## config.mk

```make
export PLATFORM = sky130hd
export DESIGN_NAME = bpred_bht_queue
export DESIGN_NICKNAME = d
export VERILOG_FILES = /design/src/rtl/bpred_bht_queue.sv
export SDC_FILE = /design/constraint.sdc
export NUM_CORES = 1
export LEC_CHECK = 0
export BUFFER_PORTS_ARGS = -buffer_cell sky130_fd_sc_hd__buf_4
export CAP_MARGIN = 15
export CELL_PAD_IN_SITES_DETAIL_PLACEMENT = 2
export CELL_PAD_IN_SITES_GLOBAL_PLACEMENT = 2
export CORE_MARGIN = 2
export CORE_UTILIZATION = 41
export DETAILED_ROUTE_END_ITERATION = 6
export GPL_TIMING_DRIVEN = 0
export PLACE_DENSITY = 0.75
export SLEW_MARGIN = 20
export SYNTH_ARGS = -nofsm -noshare
export SYNTH_HDL_FRONTEND = slang
export SYNTH_SLANG_ARGS = --single-unit
```

## constraint.sdc

```tcl
create_clock -name clk -period 4.1 [get_ports clk]
set_input_delay 1.23 -clock clk [delete_from_list [all_inputs] [get_ports clk]]
set_output_delay 1.23 -clock clk [all_outputs]
set_load 0.01 [all_outputs]
```

## src/rtl/bpred_bht_queue.sv

```systemverilog
// Parametrised BHT branch predictor with an in-order queue of in-flight predictions.
// Optional gshare indexing is enabled by defining BPRED_GSHARE_EN.
module bpred_bht_queue #(
  parameter int PC_W     = 16,
  parameter int IDX_W    = 4,
  parameter int CTR_W    = 2,
  parameter int CTR_INIT = 2**CTR_W-1,
  parameter int DEPTH    = 4,
  parameter int HIST_W   = 4
) (
  input  logic                       clk,
  input  logic                       rst,
  input  logic                       pred_valid,
  input  logic [PC_W-1:0]            pred_pc,
  output logic                       pred_ready,
  output logic                       pred_taken,
  input  logic                       res_valid,
  input  logic                       res_taken,
  input  logic                       flush,
  output logic [1:0]                 decision,
  output logic                       mispredict,
  output logic                       res_err,
  output logic [$clog2(DEPTH+1)-1:0] inflight
);

  localparam int ENTRIES = 2**IDX_W;
  localparam int PTR_W   = $clog2(DEPTH);
  localparam int CNT_W   = $clog2(DEPTH+1);

  logic [CTR_W-1:0] ctr [ENTRIES];
  logic [IDX_W-1:0] q_idx [DEPTH];
  logic             q_pred [DEPTH];
  logic [PTR_W-1:0] head, tail;
  logic [CNT_W-1:0] count;

  logic             push, pop;
  logic [IDX_W-1:0] idx, hidx;
  logic             hpred;
  logic [CTR_W-1:0] hctr, hctr_next;

`ifdef BPRED_GSHARE_EN
  logic [HIST_W-1:0] ghr;
  logic [IDX_W-1:0]  ghr_ext;

  always_comb begin
    ghr_ext = '0;
    ghr_ext[HIST_W-1:0] = ghr;
  end

  assign idx = pred_pc[IDX_W-1:0] ^ ghr_ext;

  // History advances only on a real resolve; flush leaves it alone.
  always_ff @(posedge clk or posedge rst) begin
    if (rst)      ghr <= '0;
    else if (pop) ghr <= {ghr[HIST_W-2:0], res_taken};
  end
`else
  assign idx = pred_pc[IDX_W-1:0];
`endif

  generate
    if (PC_W > IDX_W) begin : g_pc_hi
      logic unused_pc_hi;
      assign unused_pc_hi = ^pred_pc[PC_W-1:IDX_W];
    end
  endgenerate

  assign pred_ready = (count != CNT_W'(DEPTH));
  assign pred_taken = ctr[idx][CTR_W-1];
  assign push       = pred_valid & pred_ready & ~flush;
  assign pop        = res_valid & (count != '0);
  assign hidx       = q_idx[head];
  assign hpred      = q_pred[head];
  assign hctr       = ctr[hidx];
  assign inflight   = count;

  // NOTE: every variable in an always_comb gets a default first, so no path leaves it unassigned and infers a latch.
  always_comb begin
    hctr_next = hctr;
    if (res_taken && (hctr != '1))       hctr_next = hctr + CTR_W'(1);
    else if (!res_taken && (hctr != '0)) hctr_next = hctr - CTR_W'(1);
  end

  // NOTE: the counter table is a reset memory (all entries start at CTR_INIT), so it is built from flops with async reset rather than RAM.
  always_ff @(posedge clk or posedge rst) begin
    if (rst) begin
      for (int i = 0; i < ENTRIES; i++) ctr[i] <= CTR_W'(CTR_INIT);
    end else if (pop) begin
      // NOTE: non-blocking assignment keeps the same-cycle push reading the pre-update counter.
      ctr[hidx] <= hctr_next;
    end
  end

  // Queue payload carries no reset: occupancy alone decides which slots are live.
  always_ff @(posedge clk) begin
    if (push) begin
      q_idx[tail]  <= idx;
      q_pred[tail] <= pred_taken;
    end
  end

  always_ff @(posedge clk or posedge rst) begin
    if (rst) begin
      head  <= '0;
      tail  <= '0;
      count <= '0;
    end else if (flush) begin
      head  <= tail;
      count <= '0;
    end else begin
      if (push) tail <= tail + PTR_W'(1);
      if (pop)  head <= head + PTR_W'(1);
      unique case ({push, pop})
        2'b10:   count <= count + CNT_W'(1);
        2'b01:   count <= count - CNT_W'(1);
        default: count <= count;
      endcase
    end
  end

  always_ff @(posedge clk or posedge rst) begin
    if (rst) begin
      decision   <= 2'b11;
      mispredict <= 1'b0;
      res_err    <= 1'b0;
    end else begin
      mispredict <= pop & (res_taken ^ hpred);
      res_err    <= res_valid & (count == '0);
      if (pop) decision <= {res_taken, hpred};
    end
  end

endmodule
```

==> results_dict.tcl, run 1 <==
set metrics [dict create \
    status "finished clean" \
    leakage_nw 1.44 \
    root_buffer "clkbuf_8" \
    clk_path_buf_depth 2 \
    power_density_nw_per_um2 909 \
    min_path_type "register to register" \
    grt_max_degree 23 \
    total_power_mw 3.35 \
    min_period_ns 3.88 \
    grt_pass1_wl_mm 13.0 \
    grt.overflow.total 0 \
    drv_cap 0 \
    vias_per_cell 5.41 \
    synth_area_leaders "dfstp_2 (28%), edfxtp_1 (19%), mux2_2 (10%)" \
    drive_above_1_share_pct 45.9 \
    syn_area_um2 3220 \
    syn-num-nets 266 \
    yosysSeqAreaShare_pct 53.3 \
    finalWirelength_mm 7.89 \
    worstPathArrival_ns 2.65 \
    clkSlewWorstSetupHoldPaths_ns 0.08 \
    cp_max_fo 8 \
    final_cell_mix "dfstp_2 (34), mux2_2 (30), nand2_1 (27)" \
    final.setup.tns_ns 0 \
    hold_violations 0 \
    crit_type "primary input to output pin" \
    grt_pass1_vias 2298 \
    final_common_cell "dfstp_2" \
    worstMarginPinSlew_ns 0.690 \
    synth_cell_types 39 \
    port_buffers 17 \
    cp.required_ns 2.87 \
    fin_skew_ns 0.0115 \
    synthCells 237 \
    wl_per_cell_um 21.2 \
    core-area_um2 7690 \
    antenna_found_initial 0 \
    start_util_pct 41.9 \
    cts_tree "done" \
    avgSynthCellArea_um2 13.6 \
    drc 0 \
    area_delta_synth_final_pct 14.4 \
    rsz0062_at_grt "no" \
    cts.htree.levels 3 \
    vias 2011 \
    setup_viol 0 \
    cts_setup_buffers 0 \
    grt_usage_pct 20.5 \
    slew_viol_final 0 \
    cp-end-kind "output pin" \
    die-area_um2 8590 \
    ys_ff_latch 63 \
    insertion_delay_ns 0.35 \
    numClockSinks 63 \
    place_hpwl_mm 5.83 \
    antenna_cells 0 \
    nNetsFinal 294 \
    ir_drop_uv 289 \
    gp_congestion 0.785 \
    first_pass_iters 4 \
    synth_largest_area_cell "dfstp_2" \
    critPathLaunchType "primary input" \
    synth_warnings 0 \
    synth_top_area_share_pct 27.7 \
    finalCritPeriodShare_pct 94.5 \
    final_antenna_net_count 0 \
    die_y_um 92.7 \
    fp-row-count 32 \
    max_freq_ghz 0.258 \
    die_w_um 92.7 \
    drt_iter0_drc 62 \
    ios 31 \
    slew_headroom_pct 53.5 \
    cts_buffers 9 \
]
==> where the power goes <==
part           internal (mW)  switching (mW)
clock network          0.225           0.286
registers              0.975           0.161
logic                  0.731           0.973
total                   1.93            1.42
==> flip-flops by register name, summed over array words and instances (netlist names) <==
register,count
ctr,32
decision,2
head,2
inflight,3
mispredict,1
q_idx,16
q_pred,4
res_err,1
tail,2
==> per-layer routing <==
| layer | vias up | share of wire, % | global-route usage (%) | routed length (um) |
|---|---|---|---|---|
| li1 | 921 | - | - | - |
| met1 | 1052 | 46 | 27.3 | 3660 |
| met2 | 30 | 50 | 34.4 | 3960 |
| met3 | 8 | 2.4 | 4.64 | 187 |
| met4 | 0 | 1.0 | 4.78 | 80 |
| met5 | - | 0 | 0 | 0 |
==> critical path, cell delays in order <==
cell,delay [ns]
buf_4,0.16
mux4_2,0.52
mux4_2,0.56
buf_4,0.18
==> per-stage QoR <==
stage / cells / utilization, % / hold slack (ns) / setup WS [ns] / instance area, um2
6_report: 372 / 48.0 / 0.466 / 0.224 / 3690
3_3_place_gp: 356 / 45.3 / 0.450 / 0.240 / 3480
2_1_floorplan: 237 / - / 0.465 / 0.647 / 3220
4_1_cts: 373 / 48.0 / 0.474 / 0.100 / 3690
5_1_grt: 372 / 48.0 / 0.495 / 0.0547 / 3690
3_5_place_dp: 357 / 45.6 / 0.462 / 0.129 / 3510
==> synthesized netlist by cell type <==
library cell  number
a21oi_1            4
a22oi_1            4
a22oi_2            1
a31oi_1            1
a41oi_1            2
and2_1             6
and2b_1            1
and3_1             2
buf_2              4
buf_6              2
clkbuf_1           3
dfrtp_1            9
dfstp_2           34
edfxtp_1          20
fa_1               1
ha_1               6
inv_1              8
mux2_1             2
mux2_2            30
mux2i_1           10
mux2i_4            2
mux4_1             1
mux4_2            13
nand2_1           27
nand3_1            1
nand4_1            3
nor2_1            15
nor2b_1            2
nor3_1             4
nor3b_1            1
nor4_1             1
o21a_1             1
o21ai_0            5
o21bai_1           1
o22ai_1            1
or2_2              1
xnor2_1            6
xnor2_2            1
xor2_1             1
==> repair_timing <==
action / 4_1_cts / 5_1_grt
setup endpoints to repair: 0 / 18
hold buffers: 0 / 0
gates resized for setup: 0 / 1
==> cell type report <==
class | count | area [um2]
buffer | 8 | 50.0
clock buffer | 9 | 124
clock inverter | 7 | 56.3
fill | 777 | 4000
inverter | 8 | 30.0
multi-input combinational | 157 | 1430
sequential | 63 | 1720
tap | 102 | 128
timing repair buffer | 18 | 155
==> logic make-up (layout without fill, tap and decap cells) <==
family	after synthesis	in the layout	share of synthesized area, %
AOI/OAI and AO/OA	20	20	4.11
buffers and inverters	17	50	2.60
and+or+nand+nor	64	64	9.04
xor gates and xnor gates	8	8	2.41
DFF	63	63	53.3
muxes	58	58	25.6
adders and majority gates	7	7	2.95
==> worst paths after layout <==
kind | startpoint | to | slack [ns] | depth (start not counted)
max | pred_pc[0] | pred_taken | 0.22 | 4
min | decision[1] | decision[1] | 0.47 | 2
max reg2reg | head[0] | ctr[25] | 0.28 | 15
min reg2reg | decision[1] | decision[1] | 0.47 | 2
max in group asynchronous | rst | ctr[9] | 2.62 | 3
min in group asynchronous | rst | inflight[1] | 0.91 | 2
Power figures use the tool's default switching activity.
==> run 2, diff against run 1 <==
Settings changed: GPL_TIMING_DRIVEN 0 to 1.
==> run 2 against run 1 <==
Compared with the run above: maximum frequency up 0.44%; setup slack better by 0.017 ns; clock-buffer cell count unchanged; critical path depth unchanged; utilization about the same; via count down 1.0%; sequential share of layout area about the same.
==> results_dict.tcl, run 2 (same netlist as run 1, synthesis figures left out) <==
set metrics [dict create \
    status "finished clean" \
    grt_pass1_vias 2183 \
    worstPathArrival_ns 2.63 \
    slew_viol_final 0 \
    area_delta_synth_final_pct 14.4 \
    cts_setup_buffers 0 \
    fin_skew_ns 0.00892 \
    clkSlewWorstSetupHoldPaths_ns 0.08 \
    holdWs_ns 0.470 \
    worstMarginPinSlew_ns 0.702 \
    min_path_type "register to register" \
    r2r-start "head[0]" \
    drv_cap 0 \
    drive_above_1_share_pct 45.1 \
    final_cell_mix "dfstp_2 (34), mux2_2 (30), nand2_1 (27)" \
    nNetsFinal 290 \
    numPlacedInstances 352 \
    fp-row-count 32 \
    wl_per_cell_um 20.3 \
    ff_latch_area_um2 1720 \
    gp_congestion 0.740 \
    clk_path_buf_depth 2 \
    die-area_um2 8590 \
    slowest_stage "mux4_2" \
    port_buffers 18 \
    finalWirelength_mm 7.47 \
    reg_top3 "ctr x32, q_idx x16, q_pred x4" \
    final_antenna_net_count 0 \
    rsz0062_at_grt "no" \
    regMostFlops "ctr" \
    largest_reg_flops 32 \
    critPathLaunchType "primary input" \
    grt_pass1_wl_mm 12.4 \
    crit_type "primary input to output pin" \
    cp.required_ns 2.87 \
    cts_resized 0 \
    cts_tree "done" \
    setup_viol 0 \
    place_hpwl_mm 5.45 \
    post-place-ws_ns 0.240 \
    setup_slack_ns 0.241 \
    cp-end-kind "output pin" \
    final.setup.tns_ns 0 \
    cts_buffers 9 \
    worstHoldEndpoint "decision[1]" \
    grt.overflow.total 0 \
    fin_cells 368 \
    cts.htree.levels 3 \
    core-area_um2 7690 \
    grt_max_degree 44 \
    multi_input_area_um2 1420 \
    grt_usage_pct 19.5 \
    vias 1990 \
    rrSetupSlack_ns 0.42 \
    power_density_nw_per_um2 918 \
    finalCritPeriodShare_pct 94.1 \
    insertion_delay_ns 0.35 \
    min_period_ns 3.86 \
    die_w_um 92.7 \
    hold_buffers 0 \
    vias_per_cell 5.41 \
    slew_headroom_pct 52.7 \
    die_y_um 92.7 \
    antenna_found_initial 0 \
    crit_chain "buf_4, mux4_2, mux4_2, buf_4" \
    slowest_delay_ns 0.55 \
    min_path_cells 2 \
    final_common_cell "dfstp_2" \
    r2r_cells 11 \
    drt_iter0_drc 93 \
    start_util_pct 41.9 \
    hold_violations 0 \
    ir_drop_uv 302 \
    leakage_nw 1.46 \
    ios 31 \
    drc 0 \
    cp_max_fo 8 \
    min_from "decision[1]" \
    root_buffer "clkbuf_8" \
    r2r-end "ctr[28]" \
    fill_cells 774 \
    antenna_cells 0 \
    numClockSinks 63 \
    first_pass_iters 4 \
    max_freq_ghz 0.259 \
]
-- run 2: cell type report --
type | instances | share of cell area (%)
Clock buffer | 9 | 3.36
Clock inverter | 7 | 2.78
Inverter | 8 | 0.814
Multi-Input combinational cell | 157 | 38.5
Sequential cell | 63 | 46.6
Tap cell | 102 | 3.46
Timing Repair Buffer | 22 | 4.48
-- run 2: layer usage --
metal	part of all wire, %	global-route usage, %	wire, um
met2	49	30.8	3640
met4	1.3	5.51	98
met3	2.5	5.13	185
met5	0	0	0
met1	48	26.8	3550
-- run 2: power breakdown --
group	total [mW]	switching [mW]	internal, mW
logic	1.63	0.909	0.720
registers	1.14	0.163	0.975
clock network	0.619	0.270	0.349
-- run 2: critical path: cells and delay by family --
| kind | cells | cell delay, ns |
|---|---|---|
| buffers and inverters | 2 | 0.32 |
| multiplexers | 2 | 1.08 |
-- run 2: worst max path at each step --
stage | startpoint | endpoint | slack (ns) | cells past startpoint
final | pred_pc[1] | pred_taken | 0.24 | 4
after global routing | head[0] | ctr[24] | 0.18 | 12
after CTS | pred_pc[1] | pred_taken | 0.24 | 4
after detailed placement | pred_pc[0] | pred_taken | 0.24 | 4
after global placement | pred_pc[1] | pred_taken | 0.25 | 4
after floorplan | pred_pc[0] | pred_taken | 0.65 | 2
-- run 2: stage by stage --
stage / total power [mW] / instance area, um2 / util (%)
final: 3.39 / 3690 / 48.0
after CTS: 3.44 / 3690 / 48.0
after detailed placement: 2.79 / 3460 / 45.1
after global routing: 3.65 / 3690 / 48.0
after global placement: 2.72 / 3460 / 45.1
after floorplan: 2.30 / 3220 / -
==> run 3, diff against run 2 <==
Settings changed: CORE_UTILIZATION 41 to 43, CTS_BUF_LIST set to sky130_fd_sc_hd__clkbuf_8, PLACE_DENSITY 0.75 to 0.79.
==> run 3 against run 2 <==
Compared with the run above: cell count fell by 1.1%; final area fell by 0.71%; utilization rose by 2.5 points; setup slack got worse by 0.044 ns; combinational power rose by 4%; global-route usage rose by 3.7 points; maximum frequency fell by 1.1%; sequential share of layout area rose by 0.33 points; first-iteration DRC count fell by 9.7%; wire length rose by 15%.
==> results_dict.tcl, run 3 (same netlist as run 1, synthesis figures left out) <==
set metrics [dict create \
    cts_tree "done" \
    die_w_um 90.6 \
    fin_skew_ns 0.0111 \
    cts.htree.levels 3 \
    fill_cells 712 \
    gp_congestion 0.764 \
    wl_per_cell_um 23.6 \
    post-place-ws_ns 0.199 \
    crit_type "primary input to output pin" \
    drc 0 \
    holdWs_ns 0.490 \
    die_y_um 90.6 \
    grt_pass1_wl_mm 14.1 \
    ios 31 \
    drt_iter0_drc 84 \
    antenna_cells 0 \
    total_power_mw 3.44 \
    worstPathArrival_ns 2.67 \
    r2r-end "ctr[10]" \
    clkSlewWorstSetupHoldPaths_ns 0.08 \
    final_common_cell "dfstp_2" \
    port_buffers 18 \
    reg_top3 "ctr x32, q_idx x16, q_pred x4" \
    min_period_ns 3.90 \
    vias_per_cell 5.61 \
    nNetsFinal 289 \
    finalWirelength_mm 8.58 \
    grt_max_degree 44 \
    regMostFlops "ctr" \
    grt_usage_pct 23.2 \
    slew_headroom_pct 53.7 \
    core-area_um2 7250 \
    rrSetupSlack_ns 0.20 \
    r2r_cells 9 \
    worstHoldEndpoint "decision[1]" \
    vias 2042 \
    clk_path_buf_depth 2 \
    fp-row-count 31 \
    largest_reg_flops 32 \
    leakage_nw 1.44 \
    finalCritPeriodShare_pct 95.2 \
    first_pass_iters 4 \
    numPlacedInstances 348 \
    hold_buffers 0 \
    rsz0062_at_grt "no" \
    area_delta_synth_final_pct 13.6 \
    final.setup.tns_ns 0 \
    numClockSinks 63 \
    setup_slack_ns 0.197 \
    cp-end-kind "output pin" \
    min_path_type "register to register" \
    slew_viol_final 0 \
    grt.overflow.total 0 \
    hold_violations 0 \
    fin_area_um2 3660 \
    critPathLaunchType "primary input" \
    fin_util_pct 50.5 \
    setup_viol 0 \
    r2r-start "head[0]" \
    cts_buffers 9 \
    min_path_cells 2 \
    status "finished clean" \
    insertion_delay_ns 0.36 \
    worstMarginPinSlew_ns 0.688 \
    antenna_found_initial 0 \
    grt_pass1_vias 2351 \
    multi_input_area_um2 1420 \
    placed_cell_area_um2 3450 \
    fin_cells 364 \
    cp_max_fo 8 \
    die-area_um2 8210 \
    drv_cap 0 \
    drive_above_1_share_pct 44.2 \
    start_util_pct 44.5 \
    min_from "decision[1]" \
    ff_latch_area_um2 1720 \
    cp.required_ns 2.87 \
    power_density_nw_per_um2 940 \
    place_hpwl_mm 5.90 \
    cts_setup_buffers 0 \
    root_buffer "clkbuf_8" \
    final_antenna_net_count 0 \
    max_freq_ghz 0.256 \
    final_cell_mix "dfstp_2 (34), mux2_2 (30), nand2_1 (27)" \
    cts_resized 0 \
    ir_drop_uv 310 \
]
==> run 3: cell type report <==
cell class                 instances  share of cell area [%]
clock inverter                     7                    2.39
sequential                        63                    46.9
clock buffer                       9                    3.38
inverter                           8                   0.820
multi-input combinational        157                    38.8
tap                               99                    3.38
timing repair buffer              21                    4.30
==> run 3: worst max-delay path by stage <==
stage | cells after the start | from | slack [ns] | end
final | 4 | pred_pc[0] | 0.20 | pred_taken
after global routing | 9 | head[0] | 0.02 | ctr[10]
after CTS | 4 | pred_pc[0] | 0.18 | pred_taken
after detailed placement | 4 | pred_pc[0] | 0.20 | pred_taken
after global placement | 4 | pred_pc[0] | 0.26 | pred_taken
after floorplan | 2 | pred_pc[0] | 0.65 | pred_taken
==> run 3: power breakdown <==
group          internal (mW)  switching [mW]
sequential             0.977           0.181
clock                  0.337           0.261
combinational          0.704           0.984
total                   2.02            1.43
==> run 3: worst max-delay path, cell delays in order <==
cell and delay [ns]:
buf_4 0.16, mux4_2 0.54, mux4_2 0.56, buf_4 0.18
==> run 3: metal layers <==
layer  wire length, um  global-route usage (%)  part of all wire (%)  vias up
met5                 0                       0                     0        -
met4               265                    11.2                   3.1        0
met3               283                    5.01                   3.3       20
met2              4200                    36.6                    49       50
met1              3830                    30.7                    45     1060
li1                  -                       -                     -      912
